===== config.mk =====
export PLATFORM = sky130hd
export DESIGN_NAME = nibble_serial_adder_flat
export DESIGN_NICKNAME = d
export VERILOG_FILES = /design/src/rtl/nibble_serial_adder_pkg.sv /design/src/rtl/nibble_serial_adder_if.sv /design/src/rtl/nibble_serial_adder_ripple_adder.sv /design/src/rtl/nibble_serial_adder.sv /design/src/flat_wrapper.sv
export SDC_FILE = /design/constraint.sdc
export NUM_CORES = 1
export LEC_CHECK = 0
export BUFFER_PORTS_ARGS = -buffer_cell sky130_fd_sc_hd__buf_2
export CAP_MARGIN = 20
export CORE_ASPECT_RATIO = 0.7
export CORE_UTILIZATION = 24
export DETAILED_ROUTE_END_ITERATION = 7
export GPL_ROUTABILITY_DRIVEN = 0
export SKIP_LAST_GASP = 1
export SYNTH_ARGS = -nofsm -noshare
export SYNTH_HDL_FRONTEND = slang
export SYNTH_SLANG_ARGS = --single-unit

===== constraint.sdc =====
create_clock -name clk -period 2.9 [get_ports clk]
set_input_delay 0.145 -clock clk [delete_from_list [all_inputs] [get_ports clk]]
set_output_delay 0.145 -clock clk [all_outputs]
set_load 0.02 [all_outputs]

===== src/rtl/nibble_serial_adder_pkg.sv =====
// Shared definitions for the nibble-serial adder slice.
//   NIBBLE_W : width of one adder stage
//   state_t  : controller state encoding
package nibble_serial_adder_pkg;

   localparam int NIBBLE_W = 4;

   typedef enum logic {
      IDLE = 1'b0,
      RUN  = 1'b1
   } state_t;

endpackage : nibble_serial_adder_pkg


===== src/rtl/nibble_serial_adder_if.sv =====
// Operand/result handshake bundle for nibble_serial_adder.
//   start      : request, honoured only while the adder is idle
//   A, B, Cin  : operands and initial carry, captured on accepted start
//   sum, Cout  : registered result of the last completed add
//   busy       : add in progress
//   done       : one-cycle pulse, sum/Cout just updated
// master = operand source / result consumer, slave = the adder.
interface nibble_serial_adder_if
   import nibble_serial_adder_pkg::*;
   #(parameter int NIBBLES = 4);

   localparam int W = NIBBLE_W * NIBBLES;

   logic         start;
   logic [W-1:0] A;
   logic [W-1:0] B;
   logic         Cin;
   logic [W-1:0] sum;
   logic         Cout;
   logic         busy;
   logic         done;

   modport master (
      output start, A, B, Cin,
      input  sum, Cout, busy, done
   );

   modport slave (
      input  start, A, B, Cin,
      output sum, Cout, busy, done
   );

endinterface : nibble_serial_adder_if


===== src/rtl/nibble_serial_adder_ripple_adder.sv =====
// 4-bit ripple-carry adder stage (purely combinational).
//   A, B : nibble operands
//   Cin  : carry in
//   sum  : nibble sum
//   Cout : carry out of the top bit
module ripple_adder
   import nibble_serial_adder_pkg::*;
(
   input  logic [NIBBLE_W-1:0] A,
   input  logic [NIBBLE_W-1:0] B,
   input  logic                Cin,
   output logic [NIBBLE_W-1:0] sum,
   output logic                Cout
);

   logic [NIBBLE_W:0] c;

   always_comb begin
      c    = '0;
      sum  = '0;
      c[0] = Cin;
      for (int i = 0; i < NIBBLE_W; i++) begin
         sum[i]   = A[i] ^ B[i] ^ c[i];
         c[i + 1] = (A[i] & B[i]) | (c[i] & (A[i] ^ B[i]));
      end
      Cout = c[NIBBLE_W];
   end

endmodule : ripple_adder


===== src/rtl/nibble_serial_adder.sv =====
// Wide adder that reuses one 4-bit ripple_adder stage over NIBBLES clocks,
// LSB nibble first, with the stage carry registered between nibbles.
//   clk : rising-edge clock
//   rst : synchronous, active-high reset
//   bus : slave side of nibble_serial_adder_if (start/A/B/Cin in,
//         sum/Cout/busy/done out)
//
// state | meaning
// ------+-------------------------------------------------------------
// IDLE  | waiting for start; sum/Cout hold the last completed result
// RUN   | adding one nibble per clock; start ignored
module nibble_serial_adder
   import nibble_serial_adder_pkg::*;
   #(parameter int NIBBLES = 4)
(
   input  logic                  clk,
   input  logic                  rst,
   nibble_serial_adder_if.slave  bus
);

   localparam int W     = NIBBLE_W * NIBBLES;
   localparam int IDX_W = (NIBBLES > 1) ? $clog2(NIBBLES) : 1;
   localparam logic [IDX_W-1:0] LAST_IDX = IDX_W'(NIBBLES - 1);

   state_t           state_q, state_d;
   logic [W-1:0]     opa_q, opa_d;
   logic [W-1:0]     opb_q, opb_d;
   logic [W-1:0]     partial_q, partial_d;
   logic [W-1:0]     sum_q, sum_d;
   logic [IDX_W-1:0] idx_q, idx_d;
   logic             carry_q, carry_d;
   logic             cout_q, cout_d;
   logic             done_q, done_d;

   logic [NIBBLE_W-1:0] nib_sum;
   logic                nib_cout;

   ripple_adder u_stage (
      .A    (opa_q[NIBBLE_W-1:0]),
      .B    (opb_q[NIBBLE_W-1:0]),
      .Cin  (carry_q),
      .sum  (nib_sum),
      .Cout (nib_cout)
   );

   always_comb begin
      state_d   = state_q;
      opa_d     = opa_q;
      opb_d     = opb_q;
      partial_d = partial_q;
      sum_d     = sum_q;
      idx_d     = idx_q;
      carry_d   = carry_q;
      cout_d    = cout_q;
      done_d    = 1'b0;

      case (state_q)
         IDLE: begin
            if (bus.start) begin
               opa_d     = bus.A;
               opb_d     = bus.B;
               carry_d   = bus.Cin;
               idx_d     = '0;
               partial_d = '0;
               state_d   = RUN;
            end
         end
         RUN: begin
            partial_d[idx_q*NIBBLE_W +: NIBBLE_W] = nib_sum;
            carry_d = nib_cout;
            opa_d   = opa_q >> NIBBLE_W;
            opb_d   = opb_q >> NIBBLE_W;
            idx_d   = idx_q + IDX_W'(1);
            // Publish including the nibble being written this edge.
            if (idx_q == LAST_IDX) begin
               sum_d   = partial_d;
               cout_d  = nib_cout;
               done_d  = 1'b1;
               state_d = IDLE;
            end
         end
         default: state_d = IDLE;
      endcase
   end

   always_ff @(posedge clk) begin
      if (rst) begin
         state_q   <= IDLE;
         opa_q     <= '0;
         opb_q     <= '0;
         partial_q <= '0;
         sum_q     <= '0;
         idx_q     <= '0;
         carry_q   <= 1'b0;
         cout_q    <= 1'b0;
         done_q    <= 1'b0;
      end else begin
         state_q   <= state_d;
         opa_q     <= opa_d;
         opb_q     <= opb_d;
         partial_q <= partial_d;
         sum_q     <= sum_d;
         idx_q     <= idx_d;
         carry_q   <= carry_d;
         cout_q    <= cout_d;
         done_q    <= done_d;
      end
   end

   assign bus.sum  = sum_q;
   assign bus.Cout = cout_q;
   assign bus.busy = (state_q == RUN);
   assign bus.done = done_q;

endmodule : nibble_serial_adder


===== src/flat_wrapper.sv =====
// flat-port wrapper written by rule: the top's interface ports become plain ports
module nibble_serial_adder_flat import nibble_serial_adder_pkg::*;
#(parameter int NIBBLES = 4)
  (clk, rst, bus_start, bus_A, bus_B, bus_Cin, bus_sum, bus_Cout, bus_busy, bus_done);
  nibble_serial_adder_if #(.NIBBLES(NIBBLES)) bus_i ();
  input  logic clk;
  input  logic rst;
  input wire logic [$bits(bus_i.start)-1:0] bus_start;
  input wire logic [$bits(bus_i.A)-1:0] bus_A;
  input wire logic [$bits(bus_i.B)-1:0] bus_B;
  input wire logic [$bits(bus_i.Cin)-1:0] bus_Cin;
  output wire logic [$bits(bus_i.sum)-1:0] bus_sum;
  output wire logic [$bits(bus_i.Cout)-1:0] bus_Cout;
  output wire logic [$bits(bus_i.busy)-1:0] bus_busy;
  output wire logic [$bits(bus_i.done)-1:0] bus_done;
  assign bus_i.start = bus_start;
  assign bus_i.A = bus_A;
  assign bus_i.B = bus_B;
  assign bus_i.Cin = bus_Cin;
  assign bus_sum = bus_i.sum;
  assign bus_Cout = bus_i.Cout;
  assign bus_busy = bus_i.busy;
  assign bus_done = bus_i.done;
  nibble_serial_adder #(.NIBBLES(NIBBLES)) u_core (.clk(clk), .rst(rst), .bus(bus_i));
endmodule

==> flow_summary.toml, run 1 <==
[run_status]
outcome = "finished, final reports clean"

[min_path]
hp-class = "primary input to flop"

[clock_tree]
clk_pin_slew_ns = 0.05
cts_tree = "built"
clk_path_buf_depth = 2
clock_latency_ns = 0.33
cts_setup_buffers = 0
cts_root_buf = "clkbuf_16"
htree_levels = 3
cts_sinks = 70
cts_resized = 0
cts_buffers = 9
holdBufCountCts = 0

[timing]
fin_crit_ns = 2.58
slew_viol_final = 0
worstMarginPinSlew_ns = 0.745
fin_crit_sh_pct = 89.1
fmax_mhz = 387
setup_viol = 0
clock-skew-final_ns = 0.00494
slew_headroom_pct = 50.3
tns_ns = 0
hold_viol = 0
rsz0062_at_grt = "false"

[critical_path]
critPathKind = "flop to flop"
start_kind = "flop"
endpoint_kind = "flop"
worstPathArrival_ns = 2.77
cp_max_fo = 4
crit_required_ns = 3.09
r2r_setup_slack_ns = 0.32

[synth]
synthDistinctLibCells = 42
async_reset_ff_share_pct = 0
synth.net_count = 367
ys_ff_latch = 70
syn_inst = 321
synth_edf_count = 0
ys_seq_area_share_pct = 42.4
ys.flop_type = "dfxtp_1"
synth_warnings = 0
synth_area_mm2 = 0.00331
syn-mean-instance-area_um2 = 10.3

[finish]
syn_to_final_growth_pct = 20.2
fin_nets = 416
diodes = 0
drive_gt1_share_pct = 31.0
fillers = 1422
final_common_cell = "dfxtp_1"
mostFrequentLayoutCells = "dfxtp_1 (69), buf_2 (54), nor2_1 (46)"

[grt]
track_usage_pct = 11.4
grt_pass1_wl_um = 12500
antenna_found_initial = 2
grt_pass1_vias = 2472
grt_overflow = 0
grt_max_degree = 38

[place]
port_buffers = 54
hpwl_um = 5600

[drt]
wl_per_cell_um = 13.7
ant_nets = 0
firstDrtPassIters = 4
drc = 0
avgViaCountPerCell = 4.40
wl_um = 7640
vias = 2458
drt_iter0_markers = 117

[die]
row_count = 35
dieWidth_um = 142
start_util_pct = 24.8
dieHeight_um = 100
core_mm2 = 0.0133
die_area_mm2 = 0.0143
pin_count = 55

[power]
p_total_w = 0.00233
power.leakage_nw = 1.66
p_per_area_mw_per_mm2 = 586
vdd.ir_drop.worst_v = 0.000309

[job]
cap_violations = 0
sequential cells by signal (all words and copies together) (netlist names):
| name | flops |
|---|---|
| u_core.partial_q | 16 |
| u_core.opa_q | 16 |
| u_core.bus.sum | 16 |
| u_core.bus.Cout | 1 |
| u_core.opb_q | 16 |
| u_core.idx_q | 2 |
| u_core.bus.done | 1 |
| u_core.bus.busy | 1 |
| u_core.carry_q | 1 |
cells in the mapped netlist (2+ instances only):
master    count  area share [%]
nor3b_2       2            0.76
a22o_1        8             2.1
buf_4         4            0.91
mux2i_2       2            0.83
clkbuf_2      2            0.30
a221oi_1      4             1.1
and2b_1       2            0.45
nor2b_1       3            0.57
nand4_1       5            0.95
a22oi_1       8             1.8
inv_1        13             1.5
and4b_1       4             1.2
ha_1          6             2.3
o22ai_1       2            0.38
nor3_1        4            0.61
buf_2         4            0.61
nand3_1       2            0.30
o21ai_0       3            0.45
o211ai_1      6             1.4
a21oi_1       8             1.2
clkbuf_1      2            0.23
nand2b_1      2            0.38
or2_2         2            0.38
mux2i_1      34              10
mux2_2       18             6.1
and4bb_2      4             1.5
nor2_1       46             5.2
dfxtp_1      70              42
nand2_1      22             2.5
buf_6         8             2.7
fa_1          4             2.4
mux2_4        7             3.2
per-stage QoR:
stage / hold WS [ns] / setup WS [ns] / area, µm² / cells / util [%]
2_1_floorplan: 0.292 / 0.545 / 3310 / 321 / -
3_3_place_gp: 0.382 / 0.388 / 3690 / 544 / 27.7
3_5_place_dp: 0.393 / 0.354 / 3690 / 544 / 27.7
4_1_cts: 0.0400 / 0.327 / 3980 / 559 / 29.9
5_1_grt: 0.0627 / 0.182 / 3980 / 559 / 29.9
6_report: 0.0530 / 0.317 / 3980 / 559 / 29.9
kinds of logic (layout without fill, tap and decap cells):
logic type	after synthesis	count (layout)	share of synthesized area [%]
AO/OA/AOI/OAI	43	43	10.1
adder cells (fa/ha/maj)	10	10	4.69
buffers and inverters	34	87	6.36
flip-flops	70	70	42.4
multiplexers	61	61	20.4
AND/OR/NAND/NOR	103	103	16.0
routing by layer:
metal,up-vias,track usage (%),part of all wire (%)
li1,1220,-,-
met1,1158,15.2,48
met2,66,16.3,42
met3,12,5.25,8.5
met4,2,3.47,1.1
met5,-,0,0.13
report_power, final:
group	internal (W)	leakage (nW)	switching, W
clock network	0.000658	0.137	0.000399
logic	0.000119	0.953	0.000133
registers	0.000995	0.570	0.0000277
total	0.00177	1.66	0.000559
final cells by class:
class / count / area [µm²] / share of cell area [%]
clock inverter: 6 / 63.8 / 1.61
multi-input combinational: 217 / 1700 / 42.7
timing repair buffer: 59 / 308 / 7.74
tap: 185 / 231 / 5.82
clock buffer: 9 / 225 / 5.67
inverter: 13 / 48.8 / 1.23
sequential: 70 / 1400 / 35.3
critical path: stages, from the launching register on:
cell	delay (ns)
dfxtp_1	0.32
inv_1	0.06
fa_1	0.42
inv_1	0.08
fa_1	0.15
inv_1	0.05
fa_1	0.35
inv_1	0.07
fa_1	0.50
nor2b_1	0.20
a22oi_1	0.20
nor2_1	0.05
worst paths after layout:
kind / from / endpoint / cells after the start
hold / removal: bus_A[15] / u_core.opa_q[15] / 3
hold reg to reg: u_core.bus.Cout / u_core.bus.Cout / 2
setup / recovery: u_core.carry_q / u_core.partial_q[15] / 11
setup reg to reg: u_core.carry_q / u_core.partial_q[15] / 11
(Power assumes the default switching activity.)
==> run 2: changes to the inputs <==
PLACE_DENSITY_LB_ADDON = 0.1   (was unset)
==> run 2 against run 1 <==
Design area increased by 0.88%; critical endpoint unchanged; maximum frequency rose by 1.5%; first-iteration DRC count is 20% higher; global-route usage grew 0.88 points; routed wire length up 4.1%; non-clock buffer count is 1 higher; clock skew is 0.0024 ns higher; register-to-register slack better by 0.04 ns; cell count rose by 0.36%; clock power grew 10%.
==> flow_summary.toml, run 2 (same netlist as run 1, synthesis figures left out) <==
[timing]
fin_crit_ns = 2.55
slew_viol_final = 0
fmax_mhz = 393
clock-skew-final_ns = 0.00731
tns_ns = 0
fin_crit_sh_pct = 87.8
setup_viol = 0
hold_viol = 0
slew_headroom_pct = 65.6
rsz0062_at_grt = "false"
worstMarginPinSlew_ns = 0.516

[finish]
fin_nets = 417
fin_cells = 561
final_common_cell = "dfxtp_1"
seqCellArea_mm2 = 0.00140
mostFrequentLayoutCells = "dfxtp_1 (69), buf_2 (54), nor2_1 (46)"
post-route-util_pct = 30.1
fillers = 1412
syn_to_final_growth_pct = 21.3
multi_input_area_mm2 = 0.00170
drive_gt1_share_pct = 30.9
diodes = 0

[die]
core_mm2 = 0.0133
dieHeight_um = 100
die_area_mm2 = 0.0143
row_count = 35
dieWidth_um = 142
start_util_pct = 24.8
pin_count = 55

[grt]
grt_pass1_vias = 2338
track_usage_pct = 12.3
grt_pass1_wl_um = 13100
grt_max_degree = 27
antenna_found_initial = 0
grt_overflow = 0

[clock_tree]
cts_tree = "built"
cts_buffers = 9
clk_pin_slew_ns = 0.06
clock_latency_ns = 0.33
htree_levels = 3
cts_root_buf = "clkbuf_16"
cts_setup_buffers = 0
cts_sinks = 70
holdBufCountCts = 0
cts_resized = 0
clk_path_buf_depth = 2

[critical_path]
r2r_start = "u_core.carry_q"
path_buf_inv = 4
worstPathArrival_ns = 2.76
slowest_delay_ns = 0.48
path_delay_family = "adder cells"
crit_required_ns = 3.11
critPathKind = "flop to flop"
cp_max_fo = 4
path_cells = "inv_1 > fa_1 > inv_1 > fa_1 > inv_1 > fa_1 > inv_1 > fa_1 > nor2b_1 > a22oi_1 > nor2_1"
start_kind = "flop"
r2r_setup_slack_ns = 0.35
cp_slowest_cell = "fa_1"
critPathLaunch = "u_core.carry_q"
endpoint_kind = "flop"

[place]
hpwl_um = 5810
dpl.cell_count = 545
port_buffers = 54

[job]
cap_violations = 0

[power]
combinationalPowerShare_pct = 10.4
clkPwrFrac_pct = 47.8
switching_share_pct = 22.8
p_int_w = 0.00189
p_per_area_mw_per_mm2 = 610
pwr-share-seq_pct = 41.8
power.leakage_nw = 1.68
switching_power_w = 0.000558
vdd.ir_drop.worst_v = 0.000297

[run_status]
outcome = "finished, final reports clean"

[drt]
firstDrtPassIters = 4
wl_um = 7960
drc = 0
vias = 2378
ant_nets = 0
avgViaCountPerCell = 4.24
drt_iter0_markers = 140
wl_per_cell_um = 14.2

[min_path]
hp-class = "primary input to flop"
hold_start = "bus_B[15]"
-- run 2: path summary, 6_finish.rpt --
path	endpoint	cells after the start
worst max-delay path	u_core.partial_q[15]	11
worst min-delay path	u_core.opb_q[15]	3
worst max register to register	u_core.partial_q[15]	11
worst min register to register	u_core.bus.Cout	2
-- run 2: worst reg2reg max path, stage by stage, from the launching register on --
cell and delay, ns:
dfxtp_1 0.32, inv_1 0.06, fa_1 0.41, inv_1 0.08
fa_1 0.15, inv_1 0.05, fa_1 0.35, inv_1 0.08
fa_1 0.48, nor2b_1 0.20, a22oi_1 0.21, nor2_1 0.05
-- run 2: area by class of cell --
type	instances	share of cell area [%]
Tap cell	185	5.77
Multi-Input combinational cell	217	42.3
Timing Repair Buffer	60	7.86
Inverter	13	1.22
Clock inverter	4	1.75
Clock buffer	12	6.15
Sequential cell	70	35.0
-- run 2: metal layers --
metal,vias up,GRT usage [%],share of wire [%]
li1,1219,-,-
met1,1108,17.8,54
met3,7,4.20,4.8
met5,-,0,0
met4,0,3.72,1.1
met2,44,16.9,40
-- run 2: power by group through the flow --
stage / Sequential (W) / Clock [W] / Combinational, W
detailed placement: 0.00105 / 0 / 0.000258
floorplan: 0.00103 / 0 / 0.000204
CTS: 0.00102 / 0.00120 / 0.000259
global route: 0.00103 / 0.00126 / 0.000285
global placement: 0.00105 / 0 / 0.000258
finish: 0.00102 / 0.00117 / 0.000255
-- run 2: stage by stage --
stage / total power (W) / area, µm² / setup slack [ns] / hold WS (ns)
finish: 0.00245 / 4010 / 0.354 / 0.0502
global route: 0.00257 / 4010 / 0.202 / 0.0496
CTS: 0.00249 / 4010 / 0.331 / 0.0418
detailed placement: 0.00130 / 3690 / 0.340 / 0.390
global placement: 0.00130 / 3690 / 0.396 / 0.383
floorplan: 0.00123 / 3310 / 0.545 / 0.292
==> run 3: changes to the inputs <==
CORE_UTILIZATION = 40   (was 24)
==> run 3 against run 2 <==
Global-route usage increased by 6.5 points; sequential power about the same; first-iteration DRC count decreased by 21%; sequential share of layout area increased by 1.5 points; setup slack got worse by 0.0053 ns; clock power decreased by 17%; core utilization increased by 18 points.
==> flow_summary.toml, run 3 (same netlist as run 1, synthesis figures left out) <==
[critical_path]
path_cells = "inv_1 > fa_1 > inv_1 > fa_1 > inv_1 > fa_1 > inv_1 > fa_1 > nor2b_1 > a22oi_1 > nor2_1"
crit_required_ns = 3.11
slowest_delay_ns = 0.47
r2r_setup_slack_ns = 0.35
worstRegToRegCells = 11
r2r_start = "u_core.carry_q"
cp_slowest_cell = "fa_1"
worstPathArrival_ns = 2.76
cp_max_fo = 4
endpoint_kind = "flop"
start_kind = "flop"
reg2reg_to = "u_core.partial_q[15]"
critPathKind = "flop to flop"

[clock_tree]
cts_sinks = 70
cts_tree = "built"
clk_path_buf_depth = 2
clk_pin_slew_ns = 0.05
cts_root_buf = "clkbuf_16"
cts_buffers = 9
clock_latency_ns = 0.33
cts_setup_buffers = 0
cts_resized = 0
htree_levels = 3
holdBufCountCts = 0

[timing]
hold-worst-slack_ns = 0.0457
hold_viol = 0
slew_headroom_pct = 64.6
clock-skew-final_ns = 0.00797
worstMarginPinSlew_ns = 0.530
setup_viol = 0
tns_ns = 0
fin_crit_sh_pct = 88.0
fmax_mhz = 392
rsz0062_at_grt = "false"
fin_crit_ns = 2.55
fin_ws_ns = 0.349
slew_viol_final = 0

[grt]
use_met3_pct = 7.72
grt_use_met1_pct = 27.6
grt_pass1_vias = 2439
grt_overflow = 0
antenna_found_initial = 0
track_usage_pct = 18.8
grt_most_used_layer = "met1"
grt_pass1_wl_um = 12500
use_met2_pct = 24.7
grt_max_degree = 32

[finish]
fin_cells = 476
drive_gt1_share_pct = 30.4
syn_to_final_growth_pct = 16.2
diodes = 0
final_common_cell = "dfxtp_1"
mostFrequentLayoutCells = "dfxtp_1 (69), buf_2 (54), nor2_1 (46)"
fin_nets = 416

[drt]
drt_iter0_markers = 111
drc = 0
vias = 2416
avgViaCountPerCell = 5.08
wl_um = 7270
firstDrtPassIters = 4
wl_per_cell_um = 15.3
ant_nets = 0

[place]
dpl_worst_slack_ns = 0.365
dpl.cell_count = 460
hpwl_um = 5150
port_buffers = 54

[run_status]
outcome = "finished, final reports clean"

[die]
start_util_pct = 41.7
pin_count = 55
dieHeight_um = 78.1
die_area_mm2 = 0.00864
dieWidth_um = 111
row_count = 27
core_mm2 = 0.00794

[job]
cap_violations = 0

[power]
power.leakage_nw = 1.65
vdd.ir_drop.worst_v = 0.000349
p_per_area_mw_per_mm2 = 585

[min_path]
hold_start = "bus_B[14]"
whs_path_depth = 3
hp-class = "primary input to flop"
min_to = "u_core.opb_q[14]"
==> run 3: changes by cell type in the layout (fill, tap and decap cells not counted) <==
cell,change
buf_4,-1
bufinv_16,-2
clkbuf_1,+1
clkbuf_8,-1
clkinv_2,+1
clkinv_4,+1
==> run 3: layout make-up <==
type	count	area, µm²
clock inverters	4	23.8
multi-input cells	217	1700
repair buffers	59	308
inverters	13	48.8
flip-flops and latches	70	1400
fillers	756	4100
well taps	101	126
clock buffers	12	236
==> run 3: routing by layer <==
metal  vias up  routed length [µm]
met5         -                   0
met2        58                2800
met1      1128                4010
met4         0                  63
li1       1224                   -
met3         6                 396
==> run 3: where the power goes <==
part / internal [W] / total (W) / switching, W
clock: 0.000576 / 0.000975 / 0.000399
sequential: 0.000995 / 0.00102 / 0.0000294
combinational: 0.000119 / 0.000249 / 0.000130
==> run 3: how the worst max path moves through the flow <==
stage / start / endpoint / slack [ns]
final: u_core.carry_q / u_core.partial_q[15] / 0.35
after detailed placement: u_core.carry_q / u_core.partial_q[15] / 0.36
after floorplan: u_core.carry_q / u_core.partial_q[15] / 0.55
after global routing: u_core.carry_q / u_core.partial_q[15] / 0.17
after global placement: u_core.carry_q / u_core.partial_q[15] / 0.43
after CTS: u_core.carry_q / u_core.partial_q[15] / 0.35
==> run 3: worst max-delay path, delay by kind of cell, from the launching register on <==
family | cells | cell delay (ns)
flops | 1 | 0.33
buf+inv | 4 | 0.26
fa+ha+maj | 4 | 1.37
compound gates | 1 | 0.20
simple gates | 2 | 0.26
==> run 3: stage by stage <==
stage	utilization, %	instance area (µm²)	total power (W)
2_1_floorplan	-	3310	0.00123
3_3_place_gp	45.1	3580	0.00129
3_5_place_dp	45.1	3580	0.00129
4_1_cts	48.4	3840	0.00228
5_1_grt	48.4	3840	0.00235
6_report	48.4	3840	0.00225
